==> config.mk <==
export PLATFORM = sky130hd
export DESIGN_NAME = card_match_engine_flat
export DESIGN_NICKNAME = d
export VERILOG_FILES = /design/src/rtl/card_match_engine_pkg.sv /design/src/rtl/card_match_engine_if.sv /design/src/rtl/card_match_engine_hold_timer.sv /design/src/rtl/card_match_engine.sv /design/src/flat_wrapper.sv
export SDC_FILE = /design/constraint.sdc
export NUM_CORES = 1
export LEC_CHECK = 0
export CAP_MARGIN = 10
export CORE_MARGIN = 2
export CORE_UTILIZATION = 54
export DETAILED_ROUTE_END_ITERATION = 8
export PLACE_DENSITY = 0.81
export RECOVER_POWER = 25
export SLEW_MARGIN = 30
export SYNTH_ARGS = -nofsm -noshare
export SYNTH_HDL_FRONTEND = slang
export SYNTH_SLANG_ARGS = --single-unit
==> constraint.sdc <==
create_clock -name clk -period 3.89 [get_ports clk]
set_input_delay 0.778 -clock clk [delete_from_list [all_inputs] [get_ports clk]]
set_output_delay 0.778 -clock clk [all_outputs]
set_load 0.02 [all_outputs]
==> src/rtl/card_match_engine_pkg.sv <==
// Shared constants, FSM state encoding and the card-symbol lookup for the
// card match engine.
package card_pkg;

  localparam int NUM_CARDS = 16;
  localparam int SYM_W     = 3;
  localparam int NUM_PAIRS = 8;
  localparam int IDX_W     = 4;
  localparam int PAIR_W    = 4;
  localparam int MAP_W     = NUM_CARDS * SYM_W;

  localparam logic [PAIR_W-1:0] LAST_PAIR = PAIR_W'(NUM_PAIRS - 1);

  typedef enum logic [2:0] {
    IDLE        = 3'd0,
    WAIT_FIRST  = 3'd1,
    WAIT_SECOND = 3'd2,
    COMPARE     = 3'd3,
    SHOW        = 3'd4,
    WIN         = 3'd5
  } card_state_e;

  // Card i occupies map[3*i +: 3]; the map is ascending, so bit 3*i is the MSB.
  function automatic logic [SYM_W-1:0] card_sym(input logic [0:MAP_W-1] map,
                                                input logic [IDX_W-1:0] idx);
    return map[int'(idx) * SYM_W +: SYM_W];
  endfunction

endpackage

==> src/rtl/card_match_engine_if.sv <==
// Bundle of map-load, flip request/response and game status signals between
// the front end (master) and the card match engine (slave).
interface card_match_engine_if
  import card_pkg::*;
#(
  parameter int MOVE_W = 8
);

  // flip_valid is a single-cycle request with no ready: the engine answers
  // every request in the following cycle with exactly one of flip_accept or
  // flip_reject; map_load is a single-cycle command that always takes effect.
  logic                   map_load;
  logic [0:MAP_W-1]       map_in;
  logic                   flip_valid;
  logic [IDX_W-1:0]       flip_idx;
  logic                   flip_accept;
  logic                   flip_reject;
  logic [NUM_CARDS-1:0]   face_up;
  logic [NUM_CARDS-1:0]   matched;
  logic [SYM_W-1:0]       sym_a;
  logic [SYM_W-1:0]       sym_b;
  logic                   match_pulse;
  logic                   mismatch_pulse;
  logic [PAIR_W-1:0]      pair_count;
  logic [MOVE_W-1:0]      move_count;
  logic                   game_won;
  logic                   busy;
  card_state_e            state;

  modport master (
    output map_load, map_in, flip_valid, flip_idx,
    input  flip_accept, flip_reject, face_up, matched, sym_a, sym_b,
           match_pulse, mismatch_pulse, pair_count, move_count, game_won,
           busy, state
  );

  modport slave (
    input  map_load, map_in, flip_valid, flip_idx,
    output flip_accept, flip_reject, face_up, matched, sym_a, sym_b,
           match_pulse, mismatch_pulse, pair_count, move_count, game_won,
           busy, state
  );

endinterface

==> src/rtl/card_match_engine_hold_timer.sv <==
// Loadable down-counter that holds a mismatched pair face-up; zero flags expiry.
module hold_timer #(
  parameter int WIDTH = 4
) (
  input  logic             clk,
  input  logic             reset,
  input  logic             clear,
  input  logic             load,
  input  logic             dec,
  input  logic [WIDTH-1:0] load_value,
  output logic             zero
);

  logic [WIDTH-1:0] count_q;

  always_ff @(posedge clk) begin
    if (reset || clear) begin
      count_q <= '0;
    end else if (load) begin
      count_q <= load_value;
    end else if (dec && (count_q != '0)) begin
      count_q <= count_q - 1'b1;
    end
  end

  assign zero = (count_q == '0);

endmodule

==> src/rtl/card_match_engine.sv <==
// Memory-game engine: latches a 16-card symbol map, takes flips one card at a
// time, compares each revealed pair and tracks matches, moves and the win.
module card_match_engine
  import card_pkg::*;
#(
  parameter int HOLD_CYCLES = 50000000,
  parameter int MOVE_W      = 8
) (
  input  logic                clk,
  input  logic                reset,
  card_match_engine_if.slave  bus
);

  localparam int TIMER_W = (HOLD_CYCLES > 1) ? $clog2(HOLD_CYCLES) : 1;
  localparam logic [TIMER_W-1:0] HOLD_LOAD = TIMER_W'(HOLD_CYCLES - 1);

  card_state_e          state_q, state_d;
  logic [0:MAP_W-1]     map_q;
  logic [NUM_CARDS-1:0] face_up_q, matched_q;
  logic [IDX_W-1:0]     idx_a_q, idx_b_q;
  logic [SYM_W-1:0]     sym_a_q, sym_b_q;
  logic [PAIR_W-1:0]    pair_q;
  logic [MOVE_W-1:0]    move_q;
  logic                 accept_q, reject_q, match_q, mismatch_q;

  logic accept_d, reject_d, take_a, take_b;
  logic do_match, do_mismatch, hide_pair, new_game;
  logic timer_load, timer_dec, timer_zero;
  logic flip_legal;

  // Face-up covers matched cards and the pending first card, so one test
  // rejects both re-flips of matched cards and flipping card A twice.
  assign flip_legal = ~face_up_q[bus.flip_idx];

  always_ff @(posedge clk) begin
    if (reset) begin
      state_q <= IDLE;
    end else begin
      state_q <= state_d;
    end
  end

  always_comb begin
    state_d     = state_q;
    accept_d    = 1'b0;
    reject_d    = 1'b0;
    take_a      = 1'b0;
    take_b      = 1'b0;
    do_match    = 1'b0;
    do_mismatch = 1'b0;
    hide_pair   = 1'b0;
    new_game    = 1'b0;
    timer_load  = 1'b0;
    timer_dec   = 1'b0;

    if (bus.map_load) begin
      new_game = 1'b1;
      reject_d = bus.flip_valid;
      state_d  = WAIT_FIRST;
    end else begin
      unique case (state_q)
        IDLE: begin
          reject_d = bus.flip_valid;
        end
        WAIT_FIRST: begin
          if (bus.flip_valid) begin
            if (flip_legal) begin
              accept_d = 1'b1;
              take_a   = 1'b1;
              state_d  = WAIT_SECOND;
            end else begin
              reject_d = 1'b1;
            end
          end
        end
        WAIT_SECOND: begin
          if (bus.flip_valid) begin
            if (flip_legal) begin
              accept_d = 1'b1;
              take_b   = 1'b1;
              state_d  = COMPARE;
            end else begin
              reject_d = 1'b1;
            end
          end
        end
        COMPARE: begin
          reject_d = bus.flip_valid;
          if (sym_a_q == sym_b_q) begin
            do_match = 1'b1;
            state_d  = (pair_q == LAST_PAIR) ? WIN : WAIT_FIRST;
          end else begin
            do_mismatch = 1'b1;
            timer_load  = 1'b1;
            state_d     = SHOW;
          end
        end
        SHOW: begin
          reject_d = bus.flip_valid;
          if (timer_zero) begin
            hide_pair = 1'b1;
            state_d   = WAIT_FIRST;
          end else begin
            timer_dec = 1'b1;
          end
        end
        WIN: begin
          reject_d = bus.flip_valid;
        end
        default: begin
          state_d = IDLE;
        end
      endcase
    end
  end

  always_ff @(posedge clk) begin
    if (reset) begin
      map_q      <= '0;
      face_up_q  <= '0;
      matched_q  <= '0;
      idx_a_q    <= '0;
      idx_b_q    <= '0;
      sym_a_q    <= '0;
      sym_b_q    <= '0;
      pair_q     <= '0;
      move_q     <= '0;
      accept_q   <= 1'b0;
      reject_q   <= 1'b0;
      match_q    <= 1'b0;
      mismatch_q <= 1'b0;
    end else begin
      accept_q   <= accept_d;
      reject_q   <= reject_d;
      match_q    <= do_match;
      mismatch_q <= do_mismatch;
      if (new_game) begin
        map_q     <= bus.map_in;
        face_up_q <= '0;
        matched_q <= '0;
        idx_a_q   <= '0;
        idx_b_q   <= '0;
        sym_a_q   <= '0;
        sym_b_q   <= '0;
        pair_q    <= '0;
        move_q    <= '0;
      end else begin
        if (take_a) begin
          face_up_q[bus.flip_idx] <= 1'b1;
          idx_a_q                 <= bus.flip_idx;
          sym_a_q                 <= card_sym(map_q, bus.flip_idx);
        end
        if (take_b) begin
          face_up_q[bus.flip_idx] <= 1'b1;
          idx_b_q                 <= bus.flip_idx;
          sym_b_q                 <= card_sym(map_q, bus.flip_idx);
        end
        if ((do_match || do_mismatch) && (move_q != '1)) begin
          move_q <= move_q + 1'b1;
        end
        if (do_match) begin
          matched_q[idx_a_q] <= 1'b1;
          matched_q[idx_b_q] <= 1'b1;
          pair_q             <= pair_q + 1'b1;
        end
        if (hide_pair) begin
          face_up_q[idx_a_q] <= 1'b0;
          face_up_q[idx_b_q] <= 1'b0;
        end
      end
    end
  end

  hold_timer #(
    .WIDTH (TIMER_W)
  ) u_hold_timer (
    .clk        (clk),
    .reset      (reset),
    .clear      (new_game),
    .load       (timer_load),
    .dec        (timer_dec),
    .load_value (HOLD_LOAD),
    .zero       (timer_zero)
  );

  assign bus.flip_accept    = accept_q;
  assign bus.flip_reject    = reject_q;
  assign bus.face_up        = face_up_q;
  assign bus.matched        = matched_q;
  assign bus.sym_a          = sym_a_q;
  assign bus.sym_b          = sym_b_q;
  assign bus.match_pulse    = match_q;
  assign bus.mismatch_pulse = mismatch_q;
  assign bus.pair_count     = pair_q;
  assign bus.move_count     = move_q;
  assign bus.game_won       = (state_q == WIN);
  assign bus.busy           = (state_q == COMPARE) || (state_q == SHOW);
  assign bus.state          = state_q;

endmodule

==> src/flat_wrapper.sv <==
// flat-port wrapper written by rule: the top's interface ports become plain ports
module card_match_engine_flat import card_pkg::*;
#(
  parameter int HOLD_CYCLES = 50000000,
  parameter int MOVE_W      = 8
)
  (clk, reset, bus_map_load, bus_map_in, bus_flip_valid, bus_flip_idx, bus_flip_accept, bus_flip_reject, bus_face_up, bus_matched, bus_sym_a, bus_sym_b, bus_match_pulse, bus_mismatch_pulse, bus_pair_count, bus_move_count, bus_game_won, bus_busy, bus_state);
  card_match_engine_if #(.MOVE_W(MOVE_W)) bus_i ();
  input  logic clk;
  input  logic reset;
  input wire logic [$bits(bus_i.map_load)-1:0] bus_map_load;
  input wire logic [$bits(bus_i.map_in)-1:0] bus_map_in;
  input wire logic [$bits(bus_i.flip_valid)-1:0] bus_flip_valid;
  input wire logic [$bits(bus_i.flip_idx)-1:0] bus_flip_idx;
  output wire logic [$bits(bus_i.flip_accept)-1:0] bus_flip_accept;
  output wire logic [$bits(bus_i.flip_reject)-1:0] bus_flip_reject;
  output wire logic [$bits(bus_i.face_up)-1:0] bus_face_up;
  output wire logic [$bits(bus_i.matched)-1:0] bus_matched;
  output wire logic [$bits(bus_i.sym_a)-1:0] bus_sym_a;
  output wire logic [$bits(bus_i.sym_b)-1:0] bus_sym_b;
  output wire logic [$bits(bus_i.match_pulse)-1:0] bus_match_pulse;
  output wire logic [$bits(bus_i.mismatch_pulse)-1:0] bus_mismatch_pulse;
  output wire logic [$bits(bus_i.pair_count)-1:0] bus_pair_count;
  output wire logic [$bits(bus_i.move_count)-1:0] bus_move_count;
  output wire logic [$bits(bus_i.game_won)-1:0] bus_game_won;
  output wire logic [$bits(bus_i.busy)-1:0] bus_busy;
  output wire logic [$bits(bus_i.state)-1:0] bus_state;
  assign bus_i.map_load = bus_map_load;
  assign bus_i.map_in = bus_map_in;
  assign bus_i.flip_valid = bus_flip_valid;
  assign bus_i.flip_idx = bus_flip_idx;
  assign bus_flip_accept = bus_i.flip_accept;
  assign bus_flip_reject = bus_i.flip_reject;
  assign bus_face_up = bus_i.face_up;
  assign bus_matched = bus_i.matched;
  assign bus_sym_a = bus_i.sym_a;
  assign bus_sym_b = bus_i.sym_b;
  assign bus_match_pulse = bus_i.match_pulse;
  assign bus_mismatch_pulse = bus_i.mismatch_pulse;
  assign bus_pair_count = bus_i.pair_count;
  assign bus_move_count = bus_i.move_count;
  assign bus_game_won = bus_i.game_won;
  assign bus_busy = bus_i.busy;
  assign bus_state = bus_i.state;
  card_match_engine #(.HOLD_CYCLES(HOLD_CYCLES), .MOVE_W(MOVE_W)) u_core (.clk(clk), .reset(reset), .bus(bus_i));
endmodule
After elaboration in Yosys (flattened, before gate mapping)
Cells that the tools add are included.
- multipliers: 1
- bitwise logic cells: 11
- divide/modulo/power cells: 0
- multiplexer cells: 49
- shift-type cells: 1
- magnitude comparators: 6
- equality and inequality tests: 19
- add/subtract/negate cells: 3
- reductions and logical operators: 21
- operator list (operator ; count):
    two-way mux 16 bit ; 7
    OR 16 bit ; 4
    two-way mux 26 bit ; 2
    variable part select 48 x 32 -> 49 bit ; 1
    bitwise AND 16 bit ; 2
    NOT 16 bit ; 2
    NOT 32 bit ; 1
    two-way mux 1 bit ; 27
    logical NOT 26 bit ; 1
    nonzero test 26 bit ; 1
    subtractor 26 x 1 -> 26 bit, second input constant ; 1
    two-way mux 3 bit ; 7
    < comparator 4 x 5 -> 1 bit, second input constant ; 3
    one-hot mux 3 bit (5 select lines) ; 1
    demux 1 bit (select 4 bit) ; 3
    greater-or-equal comparator 4 x 1 -> 1 bit, second input constant ; 3
    != test 3 bit, second input constant ; 4
    AND reduction 6 bit ; 2
    OR reduction 2 bit ; 5
    adder 8 x 1 -> 8 bit, second input constant ; 1
    != test 2 bit, second input constant ; 4
    != test 8 bit, second input constant ; 1
    == test 3 x 2 -> 1 bit, second input constant ; 2
    == test 3 bit, second input constant ; 2
    other kinds (16) ; 24
- memory bits (read-only): 0
- register bits: 139
- memories kept: 0
- memory bits (writable): 0
- word-level logic and storage cells: 128
- latch bits: 0
- output and inout port bits: 59

Logic depth before layout (Yosys ltp)
- depth after elaboration: 16
- mapped depth: 12
- depth with buffers taken out: 8

Hierarchy
Synthesis repeated with hierarchy kept, for this count alone.
- cell total of the unflattened synthesis: 761
- area total of the unflattened synthesis: 7440.9 um^2
- modules (own cells, without submodules) (module ; area an instance (um^2) ; times used ; sequential area each (um^2) ; cells an instance):
    card_match_engine ; 5884.4 ; 1 ; 2262.2 ; 577
    hold_timer ; 1556.5 ; 1 ; 520.5 ; 184

Worst setup path after synthesis
No wires, ideal clock.
- path kind: input to register
- start: input bus_flip_idx[0]
- end: register u_core.sym_a_q[1], in the netlist u_core.bus.sym_a[1]
- path buffers: 1
- stages on the path: 9
- required time: 3.771 ns
- data arrival time: 3.345 ns
- setup slack: 0.427 ns
- path through: ha_1 > fa_1 > xnor2_1 > buf_6 > mux4_2 > mux4_2 > mux2i_1 > o211ai_1 > o221a_1
- word-level cells in the longest chain between the ends: 6
- elaborated cells on any way between the ends: 9
- RTL lines (element ; RTL line ; source):
    from (decl) ; flat_wrapper.sv:14 ; input wire logic [$bits(bus_i.flip_idx)-1:0] bus_flip_idx;
    parallel branches: the longest is 6 deep, another holds multiplier 4 x 2 -> 6 bit ; -- ;
    to (signal assigned) ; card_match_engine.sv:151 ; sym_a_q <= card_sym(map_q, bus.flip_idx);
    to (decl) ; card_match_engine.sv:21 ; logic [SYM_W-1:0] sym_a_q, sym_b_q;
Several ways; the timed one is not identified. The select of a mux whose other input is x is not followed.
A chain may end at the register's enable or synchronous reset.

Worst setup path in the final report
- start: input bus_flip_idx[1]
- end: register u_core.sym_b_q[0], in the netlist u_core.bus.sym_b[0]
- word-level cells in the longest chain between the ends: 6
- elaborated cells on any way between the ends: 9
- RTL lines (element ; RTL line ; source):
    parallel branches: the longest is 6 deep, another holds multiplier 4 x 2 -> 6 bit ; -- ;
    to (signal assigned) ; card_match_engine.sv:156 ; sym_b_q <= card_sym(map_q, bus.flip_idx);
    to (decl) ; card_match_engine.sv:21 ;
Several ways; the timed one is not identified. The select of a mux whose other input is x is not followed.

==> impl_metrics.yaml <==
floorplanning:
  die_x_um: 119.4
  ioPinCount: 115
  core_um2: 13140
  die_h_um: 119.4
  row_count: 42
  initial_core_util_pct: 54.72
  dieArea_um2: 14250
clock_network:
  cts_max_level: 4
  cts_resized: 0
  cts_tree: "built"
  postCtsSetupBuffers: 0
  cts_buffers: 17
  ctsHoldBuffers: 0
  clk_pin_slew_worst_paths_ns: 0.06
  cts_buffer_depth: 2
  cts_sinks: 139
  clock-root-buffer: "clkbuf_16"
  clkLatencyLatePin_ns: 0.43
grt:
  grt_use_total_pct: 27.30
  antenna_found_initial: 0
  overflow: 0
  grt_pass1_vias: 6243
  grt_max_degree: 73
  grt_pass1_wl_mm: 30.99
critical_path:
  crit_start: "bus_flip_idx[1]"
  critical_path.most_common_cell: "buf_4"
  crit_path_top_delay_cell: "mux4_2"
  crit_required_ns: 4.18
  crit_fanout: 10
  critPathTopFamily: "buffers and inverters"
  crit_buf_inv: 4
  crit_type: "in -> reg"
  r2r_start: "u_core.bus.state[2]$_SDFFE_PP0P_"
  critPathArrivalTime_ns: 3.94
  cp-start-kind: "input pin"
  slowest_delay_ns: 0.52
  worstPathCellList: "clkdlybuf4s50_1 -> buf_4 -> fa_1 -> xnor2_1 -> buf_4 -> buf_4 -> mux4_2 -> nor2_1 -> and4b_1 -> nor4_1 -> a21oi_1"
  cp-end-kind: "flop"
placed_design:
  dp_hpwl_mm: 13.59
  dp.cells: 1008
  globalplace.congestion: 0.9992
  placed_area_um2: 8517
  place_ws_ns: -0.1089
  port-buffer-count: 114
synthesis:
  synth_edf_count: 0
  synthMuxAreaShare_pct: 21.63
  synth.top_cells.by_count: "dfxtp_1, nor2_1, mux2i_1, a21oi_1, nand2_1"
  synthSimpleGateAreaFrac_pct: 15.91
  yosys_register_bits: 139
  syn_area_um2: 7189
  syn_area_per_cell_um2: 9.715
  ys.flop_type: "dfxtp_1"
  ys_top_cells_by_area: "dfxtp_1, mux4_2, mux2i_1"
  synth_nets: 812
  synth_seq_area_share_pct: 38.71
  synth_compound_area_share_pct: 13.10
  ys_async_sr_fraction_pct: 0
  ys_types: 61
  synth_top_area_share_pct: 38.71
  yosys_warnings: 0
  syn_inst: 740
  synth-adder-area-share_pct: 2.889
  yosysTopAreaCell: "dfxtp_1"
  synth.most_common_cell: "dfxtp_1"
  synth_top_family_by_area: "multiplexers"
  synthXorXnorAreaFrac_pct: 4.507
power_and_ir_drop:
  power_density_nw_per_um2: 395.2
  p_leak_uw: 0.003398
  peakVddDrop_mv: 0.2679
detailed_routing:
  vias: 6354
  vias_per_cell: 6.110
  drt-initial-drc-count: 571
  ant_nets: 0
  first_pass_iters: 5
  drc: 0
  drt-total-wl_mm: 19.22
  wl_per_cell_um: 18.48
sta:
  tightest_slew_ns: 1.552
  timing.final.crit_share_pct: 93.89
  final_hold_viol_count: 0
  fin_worst_skew_ns: 0.01157
  setup_tns_ns: 0
  fmaxAchievable_ghz: 0.2738
  fin_ws_ns: 0.2376
  post-route-min-period_ns: 3.652
  rsz0062_at_grt: "no"
  drv_slew: 50
  setup_violations: 0
  maxSlewHeadroom_pct: -3.459
cells_and_area:
  diodes: 0
  instances_no_fill: 1040
  layout-drive-gt1-share_pct: 12.38
  nets: 923
  n_fill_cell: 1008
  syn_to_final_growth_pct: 26.35
  final_area_um2: 9084
run:
  drv_cap: 1
hold_path:
  min_from: "u_core.bus.matched[0]$_SDFFE_PP0P_"
  worst_hold_path_type: "reg -> reg"
status:
  outcome: "finished, violations left"
  violations: "max-capacitance violations, max-slew violations"
## layer usage
metal  routed length, um  global-route usage, %  vias to the layer above
met1                7959                  34.19                     3023
met5                   0                      0                        -
met3                1258                  6.178                       62
met2                9394                  44.86                      293
met4                 607                  12.72                        0
li1                    -                      -                     2976
## power breakdown
part / leakage [uW] / internal, uW / switching (uW) / total (uW)
Combinational: 0.00199 / 254 / 247 / 500
Sequential: 0.00113 / 1460 / 51.6 / 1510
Clock: 0.000283 / 940 / 636 / 1580
## through the flow
stage	total power, uW	hold slack (ns)	utilization [%]
2_1_floorplan	1857	0.4554	-
3_3_place_gp	2010	0.4528	64.83
3_5_place_dp	2032	0.4597	64.83
4_1_cts	3587	0.4797	69.20
5_1_grt	3698	0.5125	69.14
6_report	3590	0.4757	69.14
## logic make-up after synthesis
group	after synthesis
simple gates	237
compound gates	143
flops	139
mux	113
buf+inv	55
xor+xnor	37
fa+ha+maj	16
## layout make-up
type                       count  area [um^2]  share of cell area (%)
tap                          176        220.2                   2.424
inverter                      12        45.04                  0.4959
timing repair buffer         135         1289                   14.19
clock inverter                15        148.9                   1.639
multi-input combinational    546         4173                   45.94
sequential                   139         2783                   30.63
clock buffer                  17        425.4                   4.683
## path summary, 6_finish.rpt
kind                                                                      to  slack, ns  depth (start not counted)
worst max-delay path                        u_core.bus.sym_b[0]$_SDFFE_PP0N_       0.24                         11
worst min-delay path                      u_core.bus.matched[0]$_SDFFE_PP0P_       0.48                          2
worst max register to register  u_core.u_hold_timer.count_q[20]$_SDFFE_PP0P_       1.21                          6
worst min register to register            u_core.bus.matched[0]$_SDFFE_PP0P_       0.48                          2
## state kept, by name, indices dropped and copies added (netlist names)
| signal | flops |
|---|---|
| u_core.map_q | 48 |
| u_core.idx_a_q | 4 |
| u_core.idx_b_q | 4 |
| u_core.bus.flip_reject | 1 |
| u_core.u_hold_timer.count_q | 26 |
| u_core.bus.mismatch_pulse | 1 |
| u_core.bus.matched | 16 |
| u_core.bus.pair_count | 4 |
| u_core.bus.face_up | 16 |
| u_core.bus.sym_a | 3 |
| u_core.bus.move_count | 8 |
| u_core.bus.match_pulse | 1 |
| u_core.bus.sym_b | 3 |
| u_core.bus.state | 3 |
| u_core.bus.flip_accept | 1 |
## placed cells by master, fill, tap and decap left out, drive strengths merged, types with 16 or more instances in the layout
| cell type | n |
|---|---|
| dfxtp | 139 |
| nor2 | 118 |
| clkdlybuf4s50 | 111 |
| mux2i | 71 |
| a21oi | 48 |
| nand2 | 34 |
| mux4 | 33 |
| xnor2 | 23 |
| buf | 21 |
| clkbuf | 20 |
| a211oi | 18 |
| o22ai | 17 |
| a41oi | 16 |
## worst register-to-register path, stage by stage (launching register included)
cell and delay (ns):
dfxtp_1 0.71, nor4b_1 0.48, nand2_1 0.20, nor4b_1 0.69
nand2_1 0.17, xor2_1 0.20, a21oi_1 0.09
No activity file was read; power rests on OpenSTA's default activity.
